$ cat src/rtl/carregador_instrucoes.sv
// Boot-path program loader: copies a block of words from the HD word port into
// the instruction memory, one request/acknowledge read and one write strobe per word.
module carregador_instrucoes #(
  parameter int data_size   = 32,
  parameter int memory_size = 11
) (
  input  logic                   clock_in,
  input  logic                   reset_in,
  input  logic                   start_in,
  input  logic [memory_size-1:0] src_base_in,
  input  logic [memory_size-1:0] dst_base_in,
  input  logic [memory_size-1:0] word_count_in,
  output logic                   hd_req_out,
  output logic [memory_size-1:0] hd_addr_out,
  input  logic [data_size-1:0]   hd_data_in,
  input  logic                   hd_ack_in,
  output logic                   mem_we_out,
  output logic [memory_size-1:0] mem_addr_out,
  output logic [data_size-1:0]   mem_data_out,
  output logic                   busy_out,
  output logic                   done_out,
  output logic [memory_size-1:0] words_done_out
);

  typedef enum logic [1:0] {IDLE, REQ, WRITE, DONE} state_t;

  localparam logic [memory_size-1:0] One = memory_size'(1);

  state_t                 state_q, state_d;
  logic [memory_size-1:0] src_q, src_d;
  logic [memory_size-1:0] dst_q, dst_d;
  logic [memory_size-1:0] cnt_q, cnt_d;
  logic [memory_size-1:0] idx_q, idx_d;
  logic [memory_size-1:0] wdone_q, wdone_d;
  logic [memory_size-1:0] hd_addr_q, hd_addr_d;
  logic [memory_size-1:0] mem_addr_q, mem_addr_d;
  logic [data_size-1:0]   mem_data_q, mem_data_d;
  logic [memory_size-1:0] idx_next;

  assign idx_next = idx_q + One;

  always_comb begin
    state_d    = state_q;
    src_d      = src_q;
    dst_d      = dst_q;
    cnt_d      = cnt_q;
    idx_d      = idx_q;
    wdone_d    = wdone_q;
    hd_addr_d  = hd_addr_q;
    mem_addr_d = mem_addr_q;
    mem_data_d = mem_data_q;
    case (state_q)
      IDLE: begin
        if (start_in) begin
          src_d   = src_base_in;
          dst_d   = dst_base_in;
          cnt_d   = word_count_in;
          idx_d   = '0;
          wdone_d = '0;
          if (word_count_in == '0) begin
            state_d = DONE;
          end else begin
            state_d   = REQ;
            hd_addr_d = src_base_in;
          end
        end
      end
      REQ: begin
        // The HD word goes straight into the write-data register; it only becomes
        // visible as the write cycle begins, so the held-value rule still holds.
        if (hd_ack_in) begin
          mem_data_d = hd_data_in;
          mem_addr_d = dst_q + idx_q;
          state_d    = WRITE;
        end
      end
      WRITE: begin
        idx_d   = idx_next;
        wdone_d = wdone_q + One;
        if (idx_next == cnt_q) begin
          state_d = DONE;
        end else begin
          state_d   = REQ;
          hd_addr_d = src_q + idx_next;
        end
      end
      DONE: state_d = IDLE;
      default: state_d = IDLE;
    endcase
  end

  always_ff @(posedge clock_in) begin
    if (reset_in) begin
      state_q    <= IDLE;
      src_q      <= '0;
      dst_q      <= '0;
      cnt_q      <= '0;
      idx_q      <= '0;
      wdone_q    <= '0;
      hd_addr_q  <= '0;
      mem_addr_q <= '0;
      mem_data_q <= '0;
    end else begin
      state_q    <= state_d;
      src_q      <= src_d;
      dst_q      <= dst_d;
      cnt_q      <= cnt_d;
      idx_q      <= idx_d;
      wdone_q    <= wdone_d;
      hd_addr_q  <= hd_addr_d;
      mem_addr_q <= mem_addr_d;
      mem_data_q <= mem_data_d;
    end
  end

  // Strobes are masked during the reset cycle so no write or request escapes it.
  assign hd_req_out     = (state_q == REQ)   && !reset_in;
  assign mem_we_out     = (state_q == WRITE) && !reset_in;
  assign done_out       = (state_q == DONE)  && !reset_in;
  assign busy_out       = (state_q != IDLE)  && !reset_in;
  assign hd_addr_out    = hd_addr_q;
  assign mem_addr_out   = mem_addr_q;
  assign mem_data_out   = mem_data_q;
  assign words_done_out = wdone_q;

endmodule

$ cat config.mk
export PLATFORM = sky130hd
export DESIGN_NAME = carregador_instrucoes
export DESIGN_NICKNAME = d
export VERILOG_FILES = /design/src/rtl/carregador_instrucoes.sv
export SDC_FILE = /design/constraint.sdc
export NUM_CORES = 1
export LEC_CHECK = 0
export ABC_AREA = 0
export CAP_MARGIN = 0
export CORE_UTILIZATION = 31
export DETAILED_ROUTE_END_ITERATION = 12
export SLEW_MARGIN = 20
export SYNTH_ARGS = -nofsm -noshare
export SYNTH_HDL_FRONTEND = slang
export SYNTH_SLANG_ARGS = --single-unit
$ cat constraint.sdc
create_clock -name clock_in -period 3.24 [get_ports clock_in]
set_input_delay 0.486 -clock clock_in [delete_from_list [all_inputs] [get_ports clock_in]]
set_output_delay 0.486 -clock clock_in [all_outputs]
set_load 0.005 [all_outputs]
==> metrics.yaml <==
outcome: "complete, no violations"
drtIter0Drc: 204
rr_worst_depth: 12
worstSetupPathType: "reg -> reg"
cts.sinks: 111
layout_min_cycle_time_ps: 2960
cp-start-kind: "flip-flop"
cts.htree.levels: 3
hold_viol: 0
fp.dieW_um: 136
skew_ps: 9.22
post-route-util: 0.428
ir_drop_mv: 0.235
firstDrtPassIters: 4
path_clk_slew_ps: 80
grt_pass1_wl_mm: 24.1
synth_edf_count: 0
grt_max_degree: 71
layout.nets: 915
grt-ovfl-total: 0
clock_latency_ps: 360
synth_area_um2: 5570
maxCapViolations: 0
seq_area_frac_synth: 0.399
worstHoldStart: "mem_data_out[25]$_SDFFE_PP0P_"
totalNegativeSetupSlack_ps: 0
antenna_found_initial: 0
synth_cell_types: 63
synth.net_count: 790
p_int_w: 0.00217
syn2layout_area_growth_pct: 33.8
switching_share: 0.266
ys_warn_count: 0
power_w: 0.00296
min_period_over_period: 0.914
pre_cts_slack_ps: 231
setup_viol: 0
clock_path_buffers: 2
fmax_mhz: 338
rsz0062_at_grt: "no"
layout_commonest_cell: "nand2_1"
wl_per_cell_um: 14.5
wl_met2_mm: 6.95
drc: 0
drive_above_1_share: 0.0668
crit_chain: "ha_1 -> nand3_1 -> xor2_1 -> inv_1 -> ha_1 -> o21a_1 -> o31a_1 -> o31ai_2 -> a2111oi_0 -> nor3_1 -> nand3b_1 -> a311oi_2"
antenna_cells: 0
leakage_nw: 2.73
synth_flop_cell: "dfxtp_1"
tritoncts: "done"
mostFrequentLayoutCells: "nand2_1 (177), clkdlybuf4s50_1 (136), dfxtp_1 (111)"
path_max_fanout: 6
io_buffers: 137
cp_common_cell: "ha_1"
crit_slowest_cell: "a2111oi_0"
reg2reg_to: "hd_addr_out[10]$_SDFFE_PP0P_"
io_pins: 138
holdPathStages: 2
wirelength_mm: 15.2
grt.total_usage: 0.167
dieArea_um2: 18500
cts-buffers-inserted: 9
yosys.area.top_type_share: 0.399
required_ps: 3510
synth-seq-cells: 111
worstReg2RegStart: "idx_q[1]$_SDFFE_PP0P_"
drtAntennaViolNets: 0
r2r_setup_slack_ps: 280
num_vias: 5165
power_frac_seq: 0.496
maxUsedRoutingLayer: "met4"
viasPerCell: 4.93
yosysTopAreaCell: "dfxtp_1"
met3_length_um: 902
synthArstFlopShare: 0
avgSynthCellArea_um2: 8.03
max_stage_delay_ps: 490
ys_top_cells_by_area: "dfxtp_1 (40%), nand2_1 (12%), a21oi_1 (8.4%)"
min_delay_worst_endpoint: "mem_data_out[25]$_SDFFE_PP0P_"
slew_viol_final: 0
syn_inst: 694
core_area_um2: 17400
rows: 48
start_util: 0.320
grt_pass1_vias: 4731
place_hpwl_mm: 11.3
max-slew-margin-rel: 0.471
max_slew.worst_pin.slew_ps: 793
die_h_um: 136
crit_arrival_ps: 3230
power_frac_comb: 0.148
wl_met1_mm: 7.18
hold_class: "reg -> reg"
gp_congestion: 0.859
nFillCells: 1782
clkPwrFrac: 0.356
cts_root_buf: "clkbuf_16"
endpoint_kind: "flip-flop"
p_per_area_nw_per_um2: 397
post-cts-setup-buffer-count: 0
p_switching_w: 0.000787
fin_ws_ps: 279
==> metal layers <==
metal,up-vias,global-route usage
li1,2642,-
met1,2381,0.214
met2,128,0.277
met3,14,0.0347
met4,0,0.0556
met5,-,0
==> worst max-delay path, delay by kind of cell, from the launching register on <==
| kind | cells | cell delay [ps] |
|---|---|---|
| flops | 1 | 430 |
| simple gates | 3 | 370 |
| xor+xnor | 1 | 270 |
| fa+ha+maj | 2 | 590 |
| buf+inv | 1 | 110 |
| compound gates | 5 | 1100 |
==> power groups by stage <==
stage	sequential, W	combinational (W)	clock [W]
2_1_floorplan	0.00149	0.000220	0
3_3_place_gp	0.00150	0.000440	0
3_5_place_dp	0.00150	0.000441	0
4_1_cts	0.00147	0.000443	0.00108
5_1_grt	0.00148	0.000485	0.00114
6_report	0.00147	0.000438	0.00105
==> Yosys cell counts, types with 5 or more instances <==
cell type  instances
nand2_1          177
dfxtp_1          111
a21oi_1           94
nor2_1            39
o21ai_0           31
clkbuf_1          27
ha_1              25
xnor2_1           22
inv_1             15
nor3_1            13
nand3_1           11
xor2_1            11
a211oi_1           8
nor2b_1            8
a21oi_2            7
and2_1             6
and3_1             6
or3_1              6
a311oi_2           5
==> layout make-up <==
| class | count | area, um2 | area share |
|---|---|---|---|
| flip-flops and latches | 111 | 2220 | 0.298 |
| inverters | 16 | 60.1 | 0.00806 |
| well taps | 225 | 282 | 0.0378 |
| multi-input cells | 533 | 3150 | 0.423 |
| clock inverters | 6 | 47.5 | 0.00638 |
| clock buffers | 9 | 225 | 0.0302 |
| repair buffers | 148 | 1460 | 0.196 |
==> state kept, by name, indices dropped and copies added, names as in the netlist <==
register	flops
words_done_out	11
dst_q	11
state_q	2
mem_data_out	32
hd_addr_out	11
cnt_q	11
idx_q	11
mem_addr_out	11
src_q	11
==> through the flow <==
stage / std cells / hold WS [ps] / cell area [um2]
2_1_floorplan: 694 / 441 / 5570
3_3_place_gp: 1033 / 442 / 7170
3_5_place_dp: 1033 / 445 / 7170
4_1_cts: 1048 / 457 / 7450
5_1_grt: 1048 / 467 / 7450
6_report: 1048 / 454 / 7450
==> how the worst max path moves through the flow <==
stage | start | to | slack (ps)
finish | idx_q[1]$_SDFFE_PP0P_ | hd_addr_out[10]$_SDFFE_PP0P_ | 280
global route | idx_q[1]$_SDFFE_PP0P_ | hd_addr_out[10]$_SDFFE_PP0P_ | 20
CTS | idx_q[1]$_SDFFE_PP0P_ | hd_addr_out[8]$_SDFFE_PP0P_ | 220
detailed placement | idx_q[1]$_SDFFE_PP0P_ | hd_addr_out[8]$_SDFFE_PP0P_ | 230
global placement | idx_q[1]$_SDFFE_PP0P_ | hd_addr_out[8]$_SDFFE_PP0P_ | 260
floorplan | idx_q[0]$_SDFFE_PP0P_ | hd_addr_out[8]$_SDFFE_PP0P_ | 510
==> cells by family after synthesis <==
kind of cell | after synthesis | synth area share
AO/OA/AOI/OAI | 183 | 0.211
XOR/XNOR | 34 | 0.0562
adder cells (fa/ha/maj) | 27 | 0.0633
flip-flops | 111 | 0.399
AND/OR/NAND/NOR | 288 | 0.232
multiplexers | 1 | 0.00202
buffers and inverters | 50 | 0.0359
==> what timing repair did <==
item / in CTS / in global routing
setup endpoints to repair: 0 / 1
hold buffers: 0 / 0
gates resized for setup: 0 / 1
Note: power is estimated with default switching activity, not from simulation.
